### src/rtl/demux2_route_if.sv
// Handshake bundle for the 1-to-2 router: one producer side, two consumer
// channels, and the per-channel delivered-word counters.
interface demux2_route_if #(
   parameter int WIDTH = 2,
   parameter int CNT_W = 8
);
   logic             addr;
   logic [WIDTH-1:0] din;
   logic             in_valid;
   logic             in_ready;
   logic [WIDTH-1:0] out0_data;
   logic             out0_valid;
   logic             out0_ready;
   logic [WIDTH-1:0] out1_data;
   logic             out1_valid;
   logic             out1_ready;
   logic [CNT_W-1:0] cnt0;
   logic [CNT_W-1:0] cnt1;

   modport master (
      output addr, din, in_valid, out0_ready, out1_ready,
      input  in_ready, out0_data, out0_valid,
      input  out1_data, out1_valid, cnt0, cnt1
   );

   modport slave (
      input  addr, din, in_valid, out0_ready, out1_ready,
      output in_ready, out0_data, out0_valid,
      output out1_data, out1_valid, cnt0, cnt1
   );
endinterface

### src/rtl/demux2_route.sv
// 1-to-2 demultiplexer: steers each word by its address bit into one of two
// independent output FIFOs, each with its own delivered-word counter.
module demux2_route #(
   parameter int WIDTH = 2,
   parameter int DEPTH = 2,
   parameter int CNT_W = 8
) (
   input  logic          clk,
   input  logic          rst_n,
   demux2_route_if.slave bus
);
   localparam int PW = (DEPTH > 1) ? $clog2(DEPTH) : 1;
   localparam int OW = PW + 1;

   logic [1:0]       full;
   logic [1:0]       valid;
   logic [1:0]       rdy;
   logic [1:0]       push;
   logic [1:0]       pop;
   logic [WIDTH-1:0] head [2];
   logic [CNT_W-1:0] cnt  [2];
   logic             in_fire;

   assign bus.in_ready = rst_n && !full[bus.addr];
   assign in_fire      = bus.in_valid && bus.in_ready;
   assign rdy          = {bus.out1_ready, bus.out0_ready};

   for (genvar c = 0; c < 2; c++) begin : g_ch
      logic [WIDTH-1:0] mem_q [DEPTH];
      logic [WIDTH-1:0] mem_d [DEPTH];
      logic [PW-1:0]    wptr_q, wptr_d;
      logic [PW-1:0]    rptr_q, rptr_d;
      logic [OW-1:0]    occ_q, occ_d;
      logic [WIDTH-1:0] head_q, head_d;
      logic [CNT_W-1:0] cnt_q, cnt_d;

      assign full[c]  = (occ_q == OW'(DEPTH));
      assign valid[c] = (occ_q != '0);
      assign push[c]  = in_fire && (bus.addr == (c == 1));
      assign pop[c]   = valid[c] && rdy[c];
      assign head[c]  = head_q;
      assign cnt[c]   = cnt_q;

      always_comb begin
         mem_d  = mem_q;
         wptr_d = wptr_q;
         rptr_d = rptr_q;
         head_d = head_q;
         if (push[c]) begin
            mem_d[wptr_q] = bus.din;
            wptr_d        = wptr_q + PW'(1);
         end
         if (pop[c]) begin
            rptr_d = rptr_q + PW'(1);
         end
         occ_d = occ_q + OW'(push[c]) - OW'(pop[c]);
         cnt_d = cnt_q + CNT_W'(pop[c]);
         // Head comes from the post-write array, so a push into an
         // emptying FIFO lands in the head register directly.
         if (occ_d != '0) begin
            head_d = mem_d[rptr_d];
         end
      end

      always_ff @(posedge clk) begin
         if (!rst_n) begin
            for (int i = 0; i < DEPTH; i++) begin
               mem_q[i] <= '0;
            end
            wptr_q <= '0;
            rptr_q <= '0;
            occ_q  <= '0;
            head_q <= '0;
            cnt_q  <= '0;
         end else begin
            mem_q  <= mem_d;
            wptr_q <= wptr_d;
            rptr_q <= rptr_d;
            occ_q  <= occ_d;
            head_q <= head_d;
            cnt_q  <= cnt_d;
         end
      end
   end

   assign bus.out0_data  = head[0];
   assign bus.out0_valid = valid[0];
   assign bus.out1_data  = head[1];
   assign bus.out1_valid = valid[1];
   assign bus.cnt0       = cnt[0];
   assign bus.cnt1       = cnt[1];
endmodule

### src/flat_wrapper.sv
// flat-port wrapper written by rule: the top's interface ports become plain ports
module demux2_route_flat 
#(
   parameter int WIDTH = 2,
   parameter int DEPTH = 2,
   parameter int CNT_W = 8
)
  (clk, rst_n, bus_addr, bus_din, bus_in_valid, bus_out0_ready, bus_out1_ready, bus_in_ready, bus_out0_data, bus_out0_valid, bus_out1_data, bus_out1_valid, bus_cnt0, bus_cnt1);
  demux2_route_if #(.WIDTH(WIDTH), .CNT_W(CNT_W)) bus_i ();
  input  logic clk;
  input  logic rst_n;
  input wire logic [$bits(bus_i.addr)-1:0] bus_addr;
  input wire logic [$bits(bus_i.din)-1:0] bus_din;
  input wire logic [$bits(bus_i.in_valid)-1:0] bus_in_valid;
  input wire logic [$bits(bus_i.out0_ready)-1:0] bus_out0_ready;
  input wire logic [$bits(bus_i.out1_ready)-1:0] bus_out1_ready;
  output wire logic [$bits(bus_i.in_ready)-1:0] bus_in_ready;
  output wire logic [$bits(bus_i.out0_data)-1:0] bus_out0_data;
  output wire logic [$bits(bus_i.out0_valid)-1:0] bus_out0_valid;
  output wire logic [$bits(bus_i.out1_data)-1:0] bus_out1_data;
  output wire logic [$bits(bus_i.out1_valid)-1:0] bus_out1_valid;
  output wire logic [$bits(bus_i.cnt0)-1:0] bus_cnt0;
  output wire logic [$bits(bus_i.cnt1)-1:0] bus_cnt1;
  assign bus_i.addr = bus_addr;
  assign bus_i.din = bus_din;
  assign bus_i.in_valid = bus_in_valid;
  assign bus_i.out0_ready = bus_out0_ready;
  assign bus_i.out1_ready = bus_out1_ready;
  assign bus_in_ready = bus_i.in_ready;
  assign bus_out0_data = bus_i.out0_data;
  assign bus_out0_valid = bus_i.out0_valid;
  assign bus_out1_data = bus_i.out1_data;
  assign bus_out1_valid = bus_i.out1_valid;
  assign bus_cnt0 = bus_i.cnt0;
  assign bus_cnt1 = bus_i.cnt1;
  demux2_route #(.WIDTH(WIDTH), .DEPTH(DEPTH), .CNT_W(CNT_W)) u_core (.clk(clk), .rst_n(rst_n), .bus(bus_i));
endmodule
### config.mk
export PLATFORM = sky130hd
export DESIGN_NAME = demux2_route_flat
export DESIGN_NICKNAME = d
export VERILOG_FILES = /design/src/rtl/demux2_route_if.sv /design/src/rtl/demux2_route.sv /design/src/flat_wrapper.sv
export SDC_FILE = /design/constraint.sdc
export NUM_CORES = 1
export LEC_CHECK = 0
export ABC_AREA = 1
export CORE_ASPECT_RATIO = 0.5
export CORE_MARGIN = 2
export CORE_UTILIZATION = 30
export DETAILED_ROUTE_END_ITERATION = 16
export PLACE_DENSITY_LB_ADDON = 0.12
export SYNTH_ARGS = -nofsm -noshare
export SYNTH_HDL_FRONTEND = slang
export SYNTH_SLANG_ARGS = --single-unit
export TNS_END_PERCENT = 5
### constraint.sdc
create_clock -name clk -period 2.8 [get_ports clk]
set_input_delay 0.56 -clock clk [delete_from_list [all_inputs] [get_ports clk]]
set_output_delay 0.56 -clock clk [all_outputs]
set_load 0.02 [all_outputs]
==> After elaboration in Yosys (flattened, before gate mapping) <==
Cells that the tools add are included.
{ "word_totals": {"regBits": 36, "latchBits": 0, "ramBits": 0, "romBits": 0, "input_bits": 8, "out_inout_bits": 23, "elab_cells": 69, "memories": 0} }
{ "op_classes": {"addsub": 10, "n_mul": 0, "div": 0, "magnitude_cmp": 7, "eq_ne": 2, "shift": 0, "n_mux": 18, "bitwise_logic": 5, "reduce_logical": 13} }
{ "op_table": {"columns": ["operator", "n"], "rows": [
  ["8-bit by 1-bit adder with 8-bit output", 2],
  ["2-bit two-way mux", 8],
  ["4-bit bitwise mux", 2],
  ["2-bit greater-or-equal comparator, second input constant", 4],
  ["1-bit logical AND", 8],
  ["4-bit two-way mux", 2],
  ["1-bit NOT with 2-bit output", 4],
  ["2-bit nonzero test", 4],
  ["1-bit adder, second input constant", 4],
  ["2-bit by 1-bit adder with 2-bit output", 2],
  ["2-bit demux with 1-bit select", 2],
  ["2-bit == test, second input constant", 2],
  ["2-bit by 1-bit < comparator with 1-bit output, second input constant", 2],
  ["1-bit two-way mux", 4],
  ["2-bit by 1-bit subtractor with 2-bit output", 2],
  ["1-bit by 2-bit < comparator with 1-bit output, second input constant", 1],
  ["1-bit zero test", 1],
  ["1-bit NOT", 1]
]} }

==> Logic depth before layout (Yosys ltp) <==
{ "depth": {"word_depth": 11, "depth_mapped": 15, "mapped_depth_nobuf": 15} }

==> Worst setup path before layout <==
Ideal clock, no wire load.
{ "synth_path": {"path_type": "in2reg", "start": "input port bus_addr", "end": "register u_core.g_ch[1].head_q[0] (netlist: u_core.bus.out1_data[0])", "arrival_time_ns": 2.353, "required_time_ns": 2.691, "path_slack_ns": 0.339, "stages": 15, "n_path_buf": 1, "path_cell_list": "buf_6 nand3_2 nand2_2 nor2_8 nand3_4 ha_1 inv_1 ha_1 xnor2_1 xor2_1 nand2_1 o21ai_0 inv_2 nand2_1 inv_1"} }
{ "synth_via": {"elab_chain_len": 10, "word_cells_on_any_way": 13} }
{ "synth_rtl": {"columns": ["item", "line", "source"], "rows": [
  ["start, declared", "flat_wrapper.sv:12", "input wire logic [$bits(bus_i.addr)-1:0] bus_addr;"],
  ["1-bit two-way mux (not written as such) (*) (2 in series)", "demux2_route.sv:24", "assign bus.in_ready = rst_n && !full[bus.addr];"],
  ["1-bit zero test (*)", "demux2_route.sv:24", null],
  ["1-bit logical AND (*)", "demux2_route.sv:24", null],
  ["via bus_in_ready", "flat_wrapper.sv:17", "output wire logic [$bits(bus_i.in_ready)-1:0] bus_in_ready;"],
  ["1-bit logical AND (*)", "demux2_route.sv:25", "assign in_fire = bus.in_valid && bus.in_ready;"],
  ["1-bit logical AND (*)", "demux2_route.sv:39", "assign push[c] = in_fire && (bus.addr == (c == 1));"],
  ["branches (longest 4 deep; another with 2-bit by 1-bit adder with 2-bit output)", null, null],
  ["end signal, assigned", "demux2_route.sv:73", "head_q <= '0;"],
  ["end signal, assigned", "demux2_route.sv:80", "head_q <= head_d;"],
  ["end, declared", "demux2_route.sv:34", "logic [WIDTH-1:0] head_q, head_d;"]
]} }
Mark *: on every way through the listed nets, which the timed path passes. The select of a mux whose other input is x is not followed.
A chain may end at the register's enable or synchronous reset.

==> Worst setup path in the final report <==
{ "layout_path": {"start": "input port rst_n", "end": "output port bus_in_ready"} }
{ "layout_via": {"elab_chain_len": 1} }
{ "layout_rtl": {"columns": ["item", "line", "source"], "rows": [
  ["start, declared", "flat_wrapper.sv:11", "input logic rst_n;"],
  ["1-bit logical AND", "demux2_route.sv:24", null],
  ["end, declared", "flat_wrapper.sv:17", null]
]} }
Every way passes these cells.

==> summary.txt <==
==========================================================================================
Result of the run                                                             finished clean
Count of boundary I/O pins                                                              31
GPL Wtd Cong                                                                         0.728
# H-tree levels                                                                          2
DIE AREA                                                                       0.00650 mm²
Crit-path most repeated cell                                                  sky130_fd_sc_hd__clkdlybuf4s50_1
Floorplan die height                                                               58.0 µm
Maximum fanout along the worst path                                                      5
Worst voltage drop across the vdd grid                                            0.323 mV
Register area                                                                      721 µm²
Sum of overflow across all layers after global routing                                   0
Routed WL                                                                          3550 µm
Path class of the lowest-slack min-delay path                                   reg -> reg
Final setup TNS                                                                       0 ns
Distinct cells, synth                                                                   29
Fraction of layout cells with a size suffix above 1                                  12.8%
FF+latch count, synth                                                                   36
Fill count                                                                             593
ANT cells                                                                                0
Crit Path Category                                                               in -> out
Antenna Violating Nets Remaining                                                         0
Root Buffer Master                                                            sky130_fd_sc_hd__clkbuf_16
Sort of element at the start of the critical path                               input port
Transition time at the pin with the least slew margin                             0.336 ns
Net count after synthesis                                                              246
Via count normalized by instance count                                                4.27
Total number of nets in the final design                                               289
Worst path cell trace                                                         clkdlybuf4s50_1, nand2_2, nor2_8, buf_4, clkdlybuf4s50_1
Maximum clock insertion buffer count                                                     2
Slew Viols, Final                                                                        0
Initial detailed-routing violation count                                                37
Post-detail-place hpwl                                                             2660 µm
Row cnt                                                                                 19
Netlist area before placement                                                  0.00175 mm²
Growth of design area from synthesis to finish                                       33.2%
Placeable core region                                                          0.00556 mm²
Clock edge transition at the registers on the reported setup and hold paths        0.05 ns
Count of hold-fix buffers inserted at cts                                                0
Crit-path slowest cell                                                        sky130_fd_sc_hd__clkdlybuf4s50_1
Average detailed-routed wire length per instance                                   10.3 µm
Nature of the critical path endpoint                                          primary output
# DRC                                                                                    0
Quantity of gates resized following cts                                                  0
Maximum number of pins on one net before global-route repair                            13
Upper clock frequency limit                                                        381 MHz
Count of endpoints failing setup in the final report                                     0
Total number of yosys warnings                                                           0
Relative max-transition margin                                                       77.5%
Post-Synthesis Cells                                                                   230
Number of max-cap violations                                                             0
Fin crit period                                                                    2.63 ns
Sequential cell area fraction in the yosys report                                    41.1%
Latest clock arrival within the worst-skew pair                                    0.28 ns
Final worst-path cycle share                                                         93.8%
Worst Path Required                                                                2.24 ns
Clock skew after layout                                                         0.00544 ns
Wire length of the first global-routing pass                                       6210 µm
Post-Place Setup Slack                                                          -0.0522 ns
Die outline width                                                                   112 µm
Cell Count, Final, Fillers Out                                                         346
Initial antenna violation count                                                          0
Placed Cells                                                                           339
Number of vias after detailed routing                                                 1476
Post-CTS setup buffers                                                                   0
TritonRoute pass-1 iters                                                                 4
Areal power density over the cells                                              772 mW/mm²
Number of global-route vias before repair                                             1369
CTS tree                                                                               yes
Unrepaired setup endpoints after global routing                                      false
Number of port buffers                                                                  30
Post-Synthesis Mean Instance Area                                                 7.62 µm²
Clock tree sinks                                                                        36
Number of endpoints with negative hold slack in the final report                         0
Total routing resource utilization after global routing                              12.3%
CTS buffer count                                                                         5
Peak per-stage delay on the critical path                                          0.60 ns
Total area of multi-input combinational cells                                      828 µm²
Worst setup slack after layout                                                    0.174 ns
Arrival time worst endpoint                                                        2.07 ns
Standby leakage power                                                           0.00108 µW
Starting density of the core                                                         31.5%
==========================================================================================
final timing paths:
path / startpoint / end / slack, ns / cells past startpoint
setup / recovery: rst_n / bus_in_ready / 0.17 / 5
setup reg to reg: u_core.g_ch[0].occ_q[0] / u_core.bus.out1_data[0] / 0.63 / 15
hold / removal: u_core.bus.cnt0[3] / u_core.bus.cnt0[3] / 0.50 / 2
hold reg to reg: u_core.bus.cnt0[3] / u_core.bus.cnt0[3] / 0.50 / 2
kinds of logic after synthesis:
kind of cell / share of synthesized area [%]
fa+ha+maj: 5.71
flops: 41.1
xor+xnor: 5.93
simple gates: 25.6
buf+inv: 11.6
compound gates: 10.1
flip-flops by register name (all words and copies together) (netlist names):
register and cells:
u_core.bus.cnt1 8, u_core.g_ch.mem_q 8, u_core.g_ch.rptr_q 2, u_core.bus.out0_data 2, u_core.bus.out1_data 2, u_core.g_ch.wptr_q 2, u_core.bus.cnt0 8, u_core.g_ch.occ_q 4
cells in the final DEF (no fill, tap or decap):
master and n:
sky130_fd_sc_hd__xor2_1 8, sky130_fd_sc_hd__nand4_2 1, sky130_fd_sc_hd__clkbuf_16 5, sky130_fd_sc_hd__nand2_1 39, sky130_fd_sc_hd__dfxtp_1 36, sky130_fd_sc_hd__a21oi_1 7, sky130_fd_sc_hd__o21a_1 4, sky130_fd_sc_hd__clkinv_2 1
sky130_fd_sc_hd__o21ai_1 2, sky130_fd_sc_hd__inv_2 4, sky130_fd_sc_hd__o211ai_1 4, sky130_fd_sc_hd__nor3b_1 1, sky130_fd_sc_hd__nor3_1 1, sky130_fd_sc_hd__nand3_4 1, sky130_fd_sc_hd__a31oi_1 1, sky130_fd_sc_hd__nor2_2 1
sky130_fd_sc_hd__nand4_1 6, sky130_fd_sc_hd__nand3_1 9, sky130_fd_sc_hd__inv_1 37, sky130_fd_sc_hd__nor2_8 1, sky130_fd_sc_hd__o21ai_0 13, sky130_fd_sc_hd__buf_4 14, sky130_fd_sc_hd__nand3_2 1, sky130_fd_sc_hd__ha_1 8
sky130_fd_sc_hd__xnor2_1 2, sky130_fd_sc_hd__nand2_2 5, sky130_fd_sc_hd__clkbuf_1 1, sky130_fd_sc_hd__clkdlybuf4s50_1 30, sky130_fd_sc_hd__nor2_1 29, sky130_fd_sc_hd__xor2_2 1
Yosys cell counts:
| library cell | n | area share (%) |
|---|---|---|
| sky130_fd_sc_hd__inv_1 | 37 | 7.9 |
| sky130_fd_sc_hd__buf_6 | 2 | 1.3 |
| sky130_fd_sc_hd__o21ai_0 | 13 | 3.7 |
| sky130_fd_sc_hd__o21a_1 | 4 | 1.7 |
| sky130_fd_sc_hd__nand3_2 | 1 | 0.57 |
| sky130_fd_sc_hd__ha_1 | 8 | 5.7 |
| sky130_fd_sc_hd__dfxtp_1 | 36 | 41 |
| sky130_fd_sc_hd__nor3b_1 | 1 | 0.43 |
| sky130_fd_sc_hd__buf_2 | 3 | 0.86 |
| sky130_fd_sc_hd__nor3_1 | 1 | 0.29 |
| sky130_fd_sc_hd__nor2_1 | 29 | 6.2 |
| sky130_fd_sc_hd__nor2_2 | 1 | 0.36 |
| sky130_fd_sc_hd__clkbuf_1 | 2 | 0.43 |
| sky130_fd_sc_hd__xor2_2 | 1 | 0.93 |
| sky130_fd_sc_hd__o211ai_1 | 4 | 1.7 |
| sky130_fd_sc_hd__xnor2_1 | 2 | 1.0 |
| sky130_fd_sc_hd__xor2_1 | 8 | 4.0 |
| sky130_fd_sc_hd__a21oi_1 | 7 | 2.0 |
| sky130_fd_sc_hd__nand4_2 | 1 | 0.71 |
| sky130_fd_sc_hd__nand2_1 | 39 | 8.4 |
| sky130_fd_sc_hd__nand3_1 | 9 | 2.6 |
| sky130_fd_sc_hd__buf_1 | 1 | 0.21 |
| sky130_fd_sc_hd__o21ai_1 | 2 | 0.57 |
| sky130_fd_sc_hd__a31oi_1 | 1 | 0.36 |
| sky130_fd_sc_hd__nand4_1 | 6 | 2.1 |
| sky130_fd_sc_hd__nand2_2 | 5 | 1.8 |
| sky130_fd_sc_hd__inv_2 | 4 | 0.86 |
| sky130_fd_sc_hd__nand3_4 | 1 | 1.0 |
| sky130_fd_sc_hd__nor2_8 | 1 | 1.1 |
per-layer routing:
layer	track usage, %	vias up	routed length [µm]
met4	5.23	0	54
li1	-	802	-
met5	0	-	0
met1	17.4	654	1930
met2	17.6	15	1480
met3	3.56	5	93
power by group:
part	switching (µW)	total [µW]	internal [µW]	leakage, µW
sequential	48.4	637	589	0.000293
clock	207	531	323	0.0000667
combinational	341	635	294	0.000724
stage by stage:
stage	total power [µW]	hold slack (ns)	util, %	cell area (µm²)
floorplan	1050	0.502	-	1750
global placement	1290	0.489	39.5	2200
detailed placement	1290	0.494	39.5	2200
CTS	1830	0.505	41.9	2330
global route	1950	0.536	41.9	2330
finish	1800	0.500	41.9	2330
worst max-delay path: cells and delay by family:
family                 cells  cell delay [ns]
and+or+nand+nor            2             0.22
buffers and inverters      3             1.29
area by class of cell:
class,count,area share (%)
Sequential cell,36,30.9
Multi-Input combinational cell,145,35.5
Clock buffer,6,5.52
Clock inverter,1,0.214
Timing Repair Buffer,44,17.4
Tap cell,73,3.91
Inverter,41,6.60
No activity file was read; power rests on OpenSTA's default activity.
